`src/rtl/ysyx_24100006_pkg.sv`:
```
// Shared definitions for the ysyx_24100006 instruction fetch unit.
package ysyx_24100006_pkg;

    localparam int unsigned XLEN      = 32;
    localparam int unsigned RESP_W    = 2;
    localparam logic [XLEN-1:0] PC_STEP = XLEN'(4);

    // AXI-style read response code for a successful access
    localparam logic [RESP_W-1:0] RESP_OKAY = 2'b00;

    // Fetch FSM: REQ drives arvalid, WAIT/DROP drive rready, HOLD drives out_valid
    typedef enum logic [1:0] {
        ST_REQ  = 2'd0,
        ST_WAIT = 2'd1,
        ST_HOLD = 2'd2,
        ST_DROP = 2'd3
    } ifu_state_e;

endpackage

```
`src/rtl/ysyx_24100006_ifu.sv`:
```
// Instruction fetch unit: issues one instruction-memory read at a time and hands
// the result to IF_ID over a valid/ready link, squashing fetches made stale by a
// redirect. Optional macro IFU_SKID_BUF_EN overlaps the next address request with
// the HOLD cycle in which the current instruction is accepted.
module ysyx_24100006_ifu
    import ysyx_24100006_pkg::*;
#(
    parameter logic [31:0] RESET_PC = 32'h3000_0000
) (
    input  logic        clk,
    input  logic        reset,
    input  logic        redirect_valid_i,
    input  logic [31:0] redirect_pc_i,
    output logic        arvalid_o,
    input  logic        arready_i,
    output logic [31:0] araddr_o,
    input  logic        rvalid_i,
    output logic        rready_o,
    input  logic [31:0] rdata_i,
    input  logic [1:0]  rresp_i,
    output logic        out_valid,
    input  logic        out_ready,
    output logic [31:0] instruction_o,
    output logic [31:0] pc_o,
    output logic        fetch_err_o
);

    ifu_state_e  state_q, state_d;
    logic [31:0] pc_q, pc_d;
    logic        pend_q, pend_d;
    logic [31:0] pend_pc_q, pend_pc_d;
    logic [31:0] instr_q;
    logic [31:0] pc_out_q;
    logic        err_q;
    logic        load_out;
    logic        ar_hs;

    assign ar_hs = arvalid_o && arready_i;

    // State register with synchronous reset; a reset abandons any read in flight
    always_ff @(posedge clk) begin
        if (reset) begin
            state_q   <= ST_REQ;
            pc_q      <= RESET_PC;
            pend_q    <= 1'b0;
            pend_pc_q <= RESET_PC;
        end else begin
            state_q   <= state_d;
            pc_q      <= pc_d;
            pend_q    <= pend_d;
            pend_pc_q <= pend_pc_d;
        end
    end

    // Next-state logic: redirects either retarget pc_q directly or park in pend_pc_q
    always_comb begin
        state_d   = state_q;
        pc_d      = pc_q;
        pend_d    = pend_q;
        pend_pc_d = pend_pc_q;
        load_out  = 1'b0;
        case (state_q)
            ST_REQ: begin
                // Address must stay put until accepted, so a redirect is deferred
                if (redirect_valid_i) begin
                    pend_d    = 1'b1;
                    pend_pc_d = redirect_pc_i;
                end
                if (ar_hs) begin
                    state_d = (pend_q || redirect_valid_i) ? ST_DROP : ST_WAIT;
                end
            end
            ST_WAIT: begin
                if (redirect_valid_i) begin
                    if (rvalid_i) begin
                        pc_d    = redirect_pc_i;
                        state_d = ST_REQ;
                    end else begin
                        pend_d    = 1'b1;
                        pend_pc_d = redirect_pc_i;
                        state_d   = ST_DROP;
                    end
                end else if (rvalid_i) begin
                    load_out = 1'b1;
                    state_d  = ST_HOLD;
                end
            end
            ST_HOLD: begin
                if (redirect_valid_i) begin
                    pc_d    = redirect_pc_i;
                    state_d = ST_REQ;
                end else if (out_ready) begin
                    pc_d = pc_q + PC_STEP;
`ifdef IFU_SKID_BUF_EN
                    state_d = arready_i ? ST_WAIT : ST_REQ;
`else
                    state_d = ST_REQ;
`endif
                end
            end
            ST_DROP: begin
                // Latest redirect wins; the returning data is discarded either way
                if (redirect_valid_i) begin
                    if (rvalid_i) begin
                        pc_d    = redirect_pc_i;
                        pend_d  = 1'b0;
                        state_d = ST_REQ;
                    end else begin
                        pend_pc_d = redirect_pc_i;
                    end
                end else if (rvalid_i) begin
                    pc_d    = pend_pc_q;
                    pend_d  = 1'b0;
                    state_d = ST_REQ;
                end
            end
            default: begin
                state_d = ST_REQ;
            end
        endcase
    end

    // Handshake outputs decoded from the state register, forced idle during reset
    always_comb begin
        arvalid_o = 1'b0;
        rready_o  = 1'b0;
        out_valid = 1'b0;
        araddr_o  = pc_q;
        if (!reset) begin
            case (state_q)
                ST_REQ:  arvalid_o = 1'b1;
                ST_WAIT: rready_o  = 1'b1;
                ST_DROP: rready_o  = 1'b1;
                ST_HOLD: begin
                    out_valid = 1'b1;
`ifdef IFU_SKID_BUF_EN
                    // Issue the sequential fetch while the current one is being taken
                    arvalid_o = out_ready && !redirect_valid_i;
                    araddr_o  = pc_q + PC_STEP;
`endif
                end
                default: begin
                    arvalid_o = 1'b0;
                end
            endcase
        end
    end

    // Output payload registers; not reset because out_valid qualifies them
    always_ff @(posedge clk) begin
        if (load_out) begin
            instr_q  <= rdata_i;
            pc_out_q <= pc_q;
            err_q    <= (rresp_i != RESP_OKAY);
        end
    end

    assign instruction_o = instr_q;
    assign pc_o          = pc_out_q;
    assign fetch_err_o   = err_q;

endmodule
```
`config.mk`:
```
export PLATFORM = sky130hd
export DESIGN_NAME = ysyx_24100006_ifu
export DESIGN_NICKNAME = d
export VERILOG_FILES = /design/src/rtl/ysyx_24100006_pkg.sv /design/src/rtl/ysyx_24100006_ifu.sv
export SDC_FILE = /design/constraint.sdc
export NUM_CORES = 1
export LEC_CHECK = 0
export BUFFER_PORTS_ARGS = -buffer_cell sky130_fd_sc_hd__buf_2
export CAP_MARGIN = 15
export CORE_ASPECT_RATIO = 1.4
export CORE_MARGIN = 1.5
export CORE_UTILIZATION = 35
export CTS_CLUSTER_DIAMETER = 200
export DETAILED_ROUTE_END_ITERATION = 12
export GPL_ROUTABILITY_DRIVEN = 0
export GPL_TIMING_DRIVEN = 0
export HOLD_SLACK_MARGIN = 0.1
export PLACE_DENSITY = 0.6
export SLEW_MARGIN = 25
export SYNTH_ARGS = -nofsm -noshare
export SYNTH_HDL_FRONTEND = slang
export SYNTH_SLANG_ARGS = --single-unit
```
`constraint.sdc`:
```
create_clock -name clk -period 5.44 [get_ports clk]
set_input_delay 1.088 -clock clk [delete_from_list [all_inputs] [get_ports clk]]
set_output_delay 1.088 -clock clk [all_outputs]
set_load 0.01 [all_outputs]
```
==> results summary, run 1 <==
The flow ran to the end, and the final reports show no timing, DRC or antenna violations. The sequential fraction of the synthesis area is 0.538. The depth of the worst register-to-register path is 7. The overall routed net length is 20.3 mm. On the final layout, the worst hold slack is 457 ps. The worst hold path belongs to the class register to register. The end-of-flow core utilization is 0.457. The number of buffers created by CTS came out at 17. The mean area per synthesized cell is 9.75 sq um. The count of buffers inserted at the top-level ports is 170.

The fill cell instance count of the final layout is 1726. The layout cell share with drive strength beyond 1 is 0.278. For hold timing, the worst endpoint is pend_pc_q[25]$_SDFFE_PP0P_. The number of max-slew violations in the final report is 0. The height of the die came out at 160 microns.

The number of sinks driven by the clock tree came out at 132. The reg2reg setup slack came out at 2680 ps. After synthesis the netlist holds a flip-flop and latch count of 132.

The repair_antennas step left the layout with diodes totalling 0. The biggest area consumer among synthesized cells is sky130_fd_sc_hd__edfxtp_1. The synthesized area is 6120 sq um. The required time at the endpoint of the critical path came out at 4350 ps.

The count of flip-flops with a built-in enable after synthesis came out at 65. The maximum resistive drop on vdd is 0.165 mV. The routed length on met1 came out at 7.78 mm. The maximum operating frequency is 274 MHz. The maximum fanout along the worst path came out at 10.

The arrival time at the worst endpoint is 2560 ps. The estimated wirelength of the detail-placed design is 14.6 mm. The part of the cycle the worst path needs came out at 0.670. The commonest cells after synthesis are sky130_fd_sc_hd__nand2_1 (83), sky130_fd_sc_hd__dfxtp_1 (67), sky130_fd_sc_hd__edfxtp_1 (65). The non-filler instance count after layout came out at 1068. Setup repair after global routing left no endpoint under its margin. The number of global-route vias before repair came out at 5573.

The startpoint identified for the worst hold timing path is pend_pc_q[25]$_SDFFE_PP0P_. TritonCTS built the clock tree. Global routing finished with a remaining overflow of 0. Grouping stages by cell kind, the critical path spends the most delay in buffers and inverters. The critical path contains buffers and inverters numbering 4 combined. For this run, the number of Yosys warnings is 0.

The post-detailed-route wirelength per cell came out at 19.0 microns. Yosys mapped the design onto 65 distinct sky130hd cell types. On the final layout, the worst clock skew is 14.7 ps. The total iterations of the first detailed-routing run came out at 6. The site row count is 57.

The area growth from synthesis to layout is 28.8%. The category of the critical setup timing path is input pin to output port. The number of antenna violations at the first check in global routing is 0.

The maximum count of clock buffers along a single path came out at 2. The endpoint identified for the worst register-to-register timing path is instruction_o[28]$_DFFE_PP_. The via count came out at 5835. The total die area came out at 18300 sq um. The depth of the CTS H-tree came out at 4.

The slowest stage of the critical path is the sky130_fd_sc_hd__clkbuf_1 cell. After clock tree synthesis, the flow added hold-fix buffers numbering 0. The post-CTS clock slew at the launch and capture registers of the worst setup and hold paths is 60 ps.

The sequential cell area in the final layout is 3290 sq um. The routed length on met2 is 10.4 mm. The critical path goes through buf_2 -> clkbuf_1 -> clkbuf_1 -> nor2_1 -> buf_2. The multi-input combinational cells in the finished layout cover a total of 2570 sq um. The total global routing track utilization came out at 0.221.

The number of cells on the worst hold path came out at 2. The detail-routed via count per cell came out at 5.46. The detail route stage leaves a number of antenna-violating nets equal to 0. In the post-synthesis netlist, the biggest area contributors are sky130_fd_sc_hd__edfxtp_1 (32%), sky130_fd_sc_hd__dfxtp_1 (22%), sky130_fd_sc_hd__nand2_1 (5.1%). The share of synthesized area in the top cell type comes to 0.319. The worst setup path is launched from an input pin. The async set-reset flop share out of synthesis is 0. The instance count after placement with tap cells included is 1036.

The number of DRC violations after detailed routing is 0. The number of max-capacitance violations reported came out at 0. The pin count of the biggest net entering global routing came out at 29. The number of buffers inserted by post-CTS setup repair came out at 0. The total of endpoints with negative setup slack in the final report came out at 0.

The tree is rooted in a sky130_fd_sc_hd__clkbuf_16. The clock network latency to the later pin of the worst-skew pair came out at 430 ps. Among all flip-flop cells after synthesis, the most frequent one is sky130_fd_sc_hd__dfxtp_1.

The cell count after synthesis came out at 628. The core outline area came out at 17300 sq um. Dividing total power by cell area gives a power density of 334 nW/um^2. After the last flow step, the layout net total stands at 892. The normalized max-slew margin is 0.442. The highest layer touched by signal routing is met4. The count of boundary I/O pins came out at 172. The quantity of gates resized following cts is 0. Yosys instantiated no cell more often than sky130_fd_sc_hd__nand2_1. The critical register-to-register path startpoint is state_q[0]$_SDFFE_PP0P_. The delay of the slowest critical-path stage came out at 580 ps.

For this configuration, the core starts out at a cell density of 0.355. The DRC marker count from the first detailed-route iteration is 529. STA classifies the critical path endpoint as an output port. The routed design uses 1.30 mm of met3 wire. The pin slew with the least headroom to its limit is 834 ps. Counting I/O delays and the setup requirement, the final critical path takes 3650 ps. The leakage power summed over all cells came out at 0.00311 uW. The synthesized netlist net count is 701. The hold violation total from the final report came out at 0.

The floorplan die width is 115 microns. The wire length of the first global-routing pass came out at 30.8 mm.
==> cell usage in the layout, fill, tap and decap left out, types with 9 or more instances in the layout <==
master,count
sky130_fd_sc_hd__o21ai_0,32
sky130_fd_sc_hd__o22ai_1,10
sky130_fd_sc_hd__nor4_1,10
sky130_fd_sc_hd__dfxtp_1,67
sky130_fd_sc_hd__edfxtp_1,65
sky130_fd_sc_hd__nor2_1,50
sky130_fd_sc_hd__a311oi_1,9
sky130_fd_sc_hd__clkbuf_16,17
sky130_fd_sc_hd__buf_2,188
sky130_fd_sc_hd__mux2i_1,25
sky130_fd_sc_hd__nor3_1,10
sky130_fd_sc_hd__clkbuf_1,32
sky130_fd_sc_hd__inv_1,12
sky130_fd_sc_hd__nand4_1,10
sky130_fd_sc_hd__a22oi_1,15
sky130_fd_sc_hd__nand2_1,83
sky130_fd_sc_hd__a21oi_1,61
sky130_fd_sc_hd__nand3_1,13
==> state kept, by name (all words and copies together) (netlist names) <==
name           flops
instruction_o     32
araddr_o          32
pend_pc_q         32
fetch_err_o        1
state_q            2
pc_o              32
pend_q             1
==> power breakdown <==
group / internal (uW) / total, uW / switching [uW] / leakage (uW)
Combinational: 134 / 361 / 228 / 0.00168
Sequential: 1100 / 1150 / 51.1 / 0.00115
Clock: 642 / 1120 / 483 / 0.000273
Total: 1870 / 2630 / 762 / 0.00311
==> cell type report <==
cell class / count / share of cell area
Inverter: 12 / 0.00571
Timing Repair Buffer: 172 / 0.113
Clock buffer: 18 / 0.0544
Sequential cell: 132 / 0.418
Tap cell: 236 / 0.0374
Multi-Input combinational cell: 432 / 0.326
Clock inverter: 14 / 0.0176
Buffer: 52 / 0.0286
==> kinds of logic after synthesis <==
group	Yosys count	synth area share
and+or+nand+nor	218	0.172
AOI/OAI and AO/OA	183	0.196
DFF	132	0.538
buffers and inverters	64	0.0441
muxes	26	0.0427
xor gates and xnor gates	4	0.00572
adders and majority gates	1	0.00204
==> tightest hold or removal path, stage by stage, from the launching register on <==
cell and delay [ps]:
sky130_fd_sc_hd__dfxtp_1 310, sky130_fd_sc_hd__nand2_1 50, sky130_fd_sc_hd__a21oi_1 50
==> how the worst max path moves through the flow <==
stage,startpoint,to,slack (ps),depth (start not counted)
2_1_floorplan,redirect_valid_i,fetch_err_o$_DFFE_PP_,330,6
3_3_place_gp,redirect_valid_i,pc_o[15]$_DFFE_PP_,-1560,6
3_5_place_dp,reset,out_valid,1850,5
4_1_cts,reset,out_valid,1850,5
5_1_grt,reset,out_valid,1730,5
6_report,reset,out_valid,1790,5
==> stage by stage <==
stage,setup slack [ps],area [sq um],setup TNS [ps],power (uW)
floorplan,330,6120,0,1370
global placement,-1560,7270,-100680,1520
detailed placement,1850,7320,0,1530
CTS,1850,7890,0,2650
global route,1730,7890,0,2730
finish,1790,7890,0,2630
==> routing by layer <==
| layer | GRT usage | up-vias |
|---|---|---|
| met2 | 0.387 | 265 |
| met3 | 0.0407 | 57 |
| met5 | 0 | - |
| met1 | 0.255 | 2771 |
| li1 | - | 2742 |
| met4 | 0.112 | 0 |
Note: power is estimated with default switching activity, not from simulation.
==> inputs of run 2 (changes only) <==
- clock period: 5.44 -> 3.7 ns (I/O delays scaled with it)
==> results summary, run 2 (synthesis results as in run 1) <==
The depth of the CTS H-tree came out at 4. The count of boundary I/O pins is 172. The number of sinks driven by the clock tree came out at 132. The height of the die came out at 160 microns. Once layout is complete, the utilization of the core stands at 0.459.

The run finished with clean final reports. For the worst setup path, the data required time is 2960 ps. The post-place instance area is 7320 sq um.

The wire length of the first global-routing pass is 30.8 mm. The number of DRC violations after detailed routing is 0. The number of global-route vias before repair is 5474. Leaving out fill and tap cells, the most frequent cell in the layout is sky130_fd_sc_hd__buf_2. The pin slew with the least headroom to its limit came out at 866 ps. Of the cells placed in the final design, the portion with a size suffix greater than 1 is 0.279. The tree is rooted in a sky130_fd_sc_hd__clkbuf_16. The number of buffers inserted by post-CTS setup repair is 0.

The area of the multi-input gates is 2570 sq um. STA classifies the critical path startpoint as an input pin. The maximum fanout along the worst path is 10. For the final database, setup skew stands at 5.91 ps. The endpoint of the worst hold-timing path is pend_pc_q[16]$_SDFFE_PP0P_.

The post-CTS clock slew at the launch and capture registers of the worst setup and hold paths came out at 60 ps. The library cells used most frequently in the layout, excluding fill and tap cells, are sky130_fd_sc_hd__buf_2 (188), sky130_fd_sc_hd__nand2_1 (83), sky130_fd_sc_hd__dfxtp_1 (67). The startpoint identified for the worst register-to-register timing path is state_q[0]$_SDFFE_PP0P_.

The pin count of the biggest net entering global routing came out at 29. The class of the most critical hold timing path is register to register. The floorplan step set the die width to 115 microns.

The non-filler instance count after layout is 1068. The layout overhead on the synthesized area is 29.4%. The number of antenna cells inserted is 0. The leakage power summed over all cells came out at 0.00313 uW. In this run, post-CTS hold repair placed 0 buffers. The count of buffers inserted at the top-level ports came out at 170.

The number of buffers created by CTS is 17. Summing over every cut layer, the via total after detailed routing is 5710. The instance count after placement with tap cells included came out at 1036.

In this run, the number of DRC markers left after iteration 0 of detailed routing was 500. The quantity of gates resized following cts came out at 0. The critical path is of the input pin to output port type. The final layout contains 892 nets. The number of max-slew violations in the final report came out at 0.

The clock tree from TritonCTS is yes. The number of cells on the worst hold path came out at 2. The estimated wirelength of the detail-placed design is 14.6 mm. The maximum operating frequency is 346 MHz. After detailed routing, the average wire length per cell comes to 19.0 microns. The maximum count of clock buffers along a single path came out at 2. Setup repair after global routing left no endpoint under its margin. The starting utilization of the core area came out at 0.355.

Setup slack on the worst reg-to-reg path comes out at 960 ps. After detailed routing, the number of vias per cell comes to 5.35. The number of antenna violations at the first check in global routing came out at 0. The fill cell instance count of the final layout is 1723. Setup violations remaining at the end of the flow were counted as 0.

The overall power of the completed layout came out at 3960 uW. The site row count is 57. Summing all flip-flop and latch instances after layout gives 3290 sq um. The post-detailed-route count of antenna-violating nets is 0.

The worst setup path is captured at an output port. The depth of the worst register-to-register path came out at 7. The part of the cycle the worst path needs came out at 0.782. In the global route stage, overall resource usage came out at 0.224. The worst register-to-register path ends at pc_o[16]$_DFFE_PP_. The post-layout minimum cycle time came out at 2890 ps.

The maximum resistive drop on vdd is 0.233 mV. Before antenna repair, the detailed router went through 5 iterations. Summed over all layers, the global routing overflow is 0.

The die covers 18300 sq um. The worst hold path startpoint is pend_pc_q[16]$_SDFFE_PP0P_. STA puts the critical path data arrival time at 2150 ps. The overall routed net length is 20.2 mm. The power density over the cells came out at 499 nW/um^2. The core outline area came out at 17300 sq um. The post-layout instance area is 7920 sq um.

The hold violation total from the final report is 0. Measured against its own limit, the worst slew margin works out to 0.420. For the worst-skew pair, the clock arrives at the later sink with an insertion delay of 430 ps. The number of max-capacitance violations reported came out at 0.
[run 2: cell types whose count changed in the layout (fill, tap and decap cells not counted), sizes merged]
cell	delta
bufinv	+2
clkbuf	-1
clkinv	+3
inv	-4
[run 2: how the worst max path moves through the flow]
stage | startpoint | to | slack (ps) | depth (start not counted)
floorplan | redirect_valid_i | fetch_err_o$_DFFE_PP_ | 20 | 6
detailed placement | redirect_valid_i | instruction_o[6]$_DFFE_PP_ | 560 | 7
finish | reset | out_valid | 810 | 5
global placement | redirect_valid_i | pc_o[19]$_DFFE_PP_ | -1310 | 6
CTS | reset | out_valid | 800 | 5
global route | reset | out_valid | 710 | 5
[run 2: final cells by class]
class	count	share of cell area
Sequential cell	132	0.416
Clock inverter	15	0.0226
Inverter	12	0.00569
Tap cell	236	0.0373
Clock buffer	17	0.0537
Multi-Input combinational cell	432	0.324
Timing Repair Buffer	172	0.112
Buffer	52	0.0284
[run 2: through the flow]
step                hold slack [ps]  setup WS, ps  TNS (ps)
floorplan                       436          18.4         0
global placement                442         -1310    -85020
detailed placement              447           557         0
CTS                             456           797         0
global route                    463           710         0
finish                          457           807         0
[run 2: worst max-delay path: stages]
cell and delay [ps]:
sky130_fd_sc_hd__buf_2 120, sky130_fd_sc_hd__clkbuf_1 410, sky130_fd_sc_hd__clkbuf_1 560, sky130_fd_sc_hd__nor2_1 140, sky130_fd_sc_hd__buf_2 170
[run 2: per-layer routing]
metal	GRT usage	part of all wire	up-vias
met5	0	0	-
met2	0.383	0.51	219
met4	0.107	0.035	0
met1	0.258	0.39	2717
li1	-	-	2733
met3	0.0571	0.060	41
[run 2: power breakdown]
part	internal [uW]	total, uW	switching [uW]
logic	197	532	335
registers	1610	1690	75.4
clock network	1060	1740	674
==> inputs of run 3 (changes only) <==
- ABC_AREA: unset -> 1
- PLACE_DENSITY: 0.6 -> 0.62
- clock period: 3.7 -> 2.5 ns (I/O delays scaled with it)
==> results summary, run 3 <==
The run finished with clean final reports. Once the clock tree was built, the resizer swapped 0 gates to a different size. Summed over all instances, the cell type with the most area after synthesis is sky130_fd_sc_hd__edfxtp_1. The number of buffers and inverters on the critical path came out at 3. The site row count came out at 57. The clock tree from TritonCTS is yes. The overall routed net length came out at 20.7 mm. The highest metal layer carrying signal wires in the routed design is met4.

The type of destination of the critical path is an output port. The starting utilization of the core area is 0.359. Synthesis inferred 132 register bits.

The pin count of the biggest net entering global routing came out at 17. The count of buffers inserted at the top-level ports is 170. The count of boundary I/O pins came out at 172. The number of DRC violations after detailed routing came out at 0. Clock skew on the completed layout was measured at 11.8 ps. Buffers added to address setup during post-CTS repair amount to 0. The cell count after synthesis came out at 776.

The normalized max-slew margin came out at 0.498. The leakage power summed over all cells came out at 0.00332 uW. The total global routing track utilization came out at 0.221. The H-tree was split into 4 levels. After detailed routing, the met2 layer carries 10.2 mm of wire. The count of warnings emitted by yosys is 0. On the final layout, the worst hold slack is 254 ps. The estimated wirelength of the detail-placed design is 15.1 mm. The slack of the critical path is 121 ps. The number of buffers created by CTS came out at 17. Max-cap violations in this run came to 0. Counting instances in the post-synthesis netlist gives the leading cell types as sky130_fd_sc_hd__nand2_1 (134), sky130_fd_sc_hd__nor2_1 (130), sky130_fd_sc_hd__o21ai_0 (94). The height of the die came out at 161 microns. The final-stage net count is 1043.

The path with the worst hold slack has its endpoint at instruction_o[8]$_DFFE_PP_. 0 antenna diodes ended up in the layout. The total die area came out at 18700 sq um. The library cells used most frequently in the layout, excluding fill and tap cells, are sky130_fd_sc_hd__buf_2 (178), sky130_fd_sc_hd__nand2_1 (134), sky130_fd_sc_hd__nor2_1 (130). The number of max-slew violations in the final report came to 0. The clock period could shrink to 2380 ps. The number of sinks driven by the clock tree is 132. After detailed routing, the number of vias per cell comes to 5.12. The met3 wirelength from detailed routing is 1.39 mm.

Sorting the synthesized cells by area gives the leading types as sky130_fd_sc_hd__edfxtp_1 (31%), sky130_fd_sc_hd__dfxtp_1 (21%), sky130_fd_sc_hd__nand2_1 (8.0%). The core outline area came out at 17500 sq um. The root buffer cell chosen for the clock tree is sky130_fd_sc_hd__clkbuf_16.

The depth of the worst register-to-register path is 12. Yosys mapped a number of flops with a built-in enable equal to 65. The endpoint identified for the worst register-to-register timing path is araddr_o[28]$_SDFFE_PP1P_.

The top-area cell type share of the netlist area is 0.311. Across the VDD grid, the largest voltage drop is 0.494 mV. The hold violation total from the final report is 0. The required time at the endpoint of the critical path came out at 2000 ps. The total iterations of the first detailed-routing run came out at 5. In the final routing, the length of wire on met1 measures 8.33 mm. By instance count, the leading cell after synthesis is sky130_fd_sc_hd__nand2_1. The number of antenna violations at the first check in global routing is 0.

The number of nets handed over by synthesis was 849. Dividing the final minimum period by the clock period gives 0.952. The quantity of hold-fixing buffers added after cts is 0.

The pin slew with the least headroom to its limit is 754 ps. Of all nets on the critical path, the largest fanout is 10. The async set-reset flop share out of synthesis came out at 0. Grouping stages by cell kind, the critical path spends the most delay in buffers and inverters. The sequential fraction of the synthesis area is 0.525. The post-detailed-route count of antenna-violating nets is 0. The total of endpoints with negative setup slack in the final report is 0.

The slowest cell on the critical path is sky130_fd_sc_hd__clkbuf_1. The maximum count of clock buffers along a single path came out at 2. The startpoint identified for the worst register-to-register timing path is araddr_o[2]$_SDFFE_PP0P_. Setup repair after global routing left no endpoint under its margin. The worst setup path is launched from a register. The pre-CTS worst setup slack is 207 ps. The post-CTS clock slew at the launch and capture registers of the worst setup and hold paths is 60 ps.

Detailed routing inserted a total of 6245 vias. The maximum operating frequency came out at 420 MHz. Walking the worst path, the cells encountered are inv_2 -> nand2_1 -> clkbuf_1 -> nor2_1 -> buf_2.

The most used flip-flop cell after synthesis is sky130_fd_sc_hd__dfxtp_1. Data on the critical path arrives at its endpoint at 1880 ps. Yosys mapped the design onto 39 distinct sky130hd cell types. The residual overflow from global routing is 0.

The floorplan die width came out at 116 microns. The layout cell share with drive strength beyond 1 is 0.236. The number of global-route vias before repair came out at 5967. In this run the most critical hold path is launched from rdata_i[8]. Counting instances, the worst hold path has a depth of 1.

The reg2reg setup slack is 300 ps. The clock network latency to the later pin of the worst-skew pair came out at 420 ps. Relative to the synthesized area, the layout overhead comes to 29.4%. The critical path in this run is classified as register to output port. The DRC marker count from the first detailed-route iteration is 645.

The power density over the cells is 1080 nW/um^2. The synthesized area is 6270 sq um. The post-detailed-route wirelength per cell came out at 17.0 microns. The leading cell type in the layout, fill and taps excluded is sky130_fd_sc_hd__buf_2. The mean area per synthesized cell came out at 8.08 sq um. In this run the worst setup path begins at state_q[0]$_SDFFE_PP0P_. The class of the most critical hold timing path is input pin to register.

The wire length of the first global-routing pass came out at 31.6 mm. The delay of the slowest critical-path stage came out at 510 ps.
## run 3: stage by stage
step	TNS [ps]	power [uW]	area (sq um)	utilization	cells
6_report	0	8730	8110	0.464	1219
4_1_cts	0	8730	8110	0.464	1219
5_1_grt	0	9210	8110	0.464	1219
3_5_place_dp	0	6180	7520	0.430	1187
3_3_place_gp	-77460	6120	7460	0.427	1182
2_1_floorplan	-16490	5040	6310	-	776
## run 3: cell families after synthesis
family,Yosys count,synth area share
flip-flops,132,0.525
AO/OA/AOI/OAI,205,0.182
adder cells (fa/ha/maj),1,0.00200
XOR/XNOR,3,0.00419
AND/OR/NAND/NOR,330,0.217
buffers and inverters,105,0.0689
## run 3: power breakdown
group          switching, uW  internal, uW  total, uW
logic                   1720           966       2690
clock network            980          1570       2550
registers                618          2870       3490
## run 3: per-layer routing
layer  up-vias  global-route usage
li1       3050                   -
met1      2862               0.264
met2       274               0.386
met3        59              0.0323
met4         0               0.104
met5         -                   0
## run 3: how the worst max path moves through the flow
stage / to / slack, ps / cells after the start
finish: out_valid / 120 / 5
global route: out_valid / 30 / 5
CTS: out_valid / 140 / 5
detailed placement: araddr_o[25]$_SDFFE_PP0P_ / 210 / 7
global placement: pc_o[25]$_DFFE_PP_ / -1200 / 3
floorplan: fetch_err_o$_DFFE_PP_ / -250 / 4
## run 3: area by class of cell
type | count | area [sq um]
Buffer | 37 | 203
Clock buffer | 19 | 433
Multi-Input combinational cell | 539 | 2550
Fill cell | 1713 | 9360
Sequential cell | 132 | 3290
Tap cell | 236 | 295
Timing Repair Buffer | 175 | 911
Clock inverter | 13 | 160
Inverter | 68 | 263
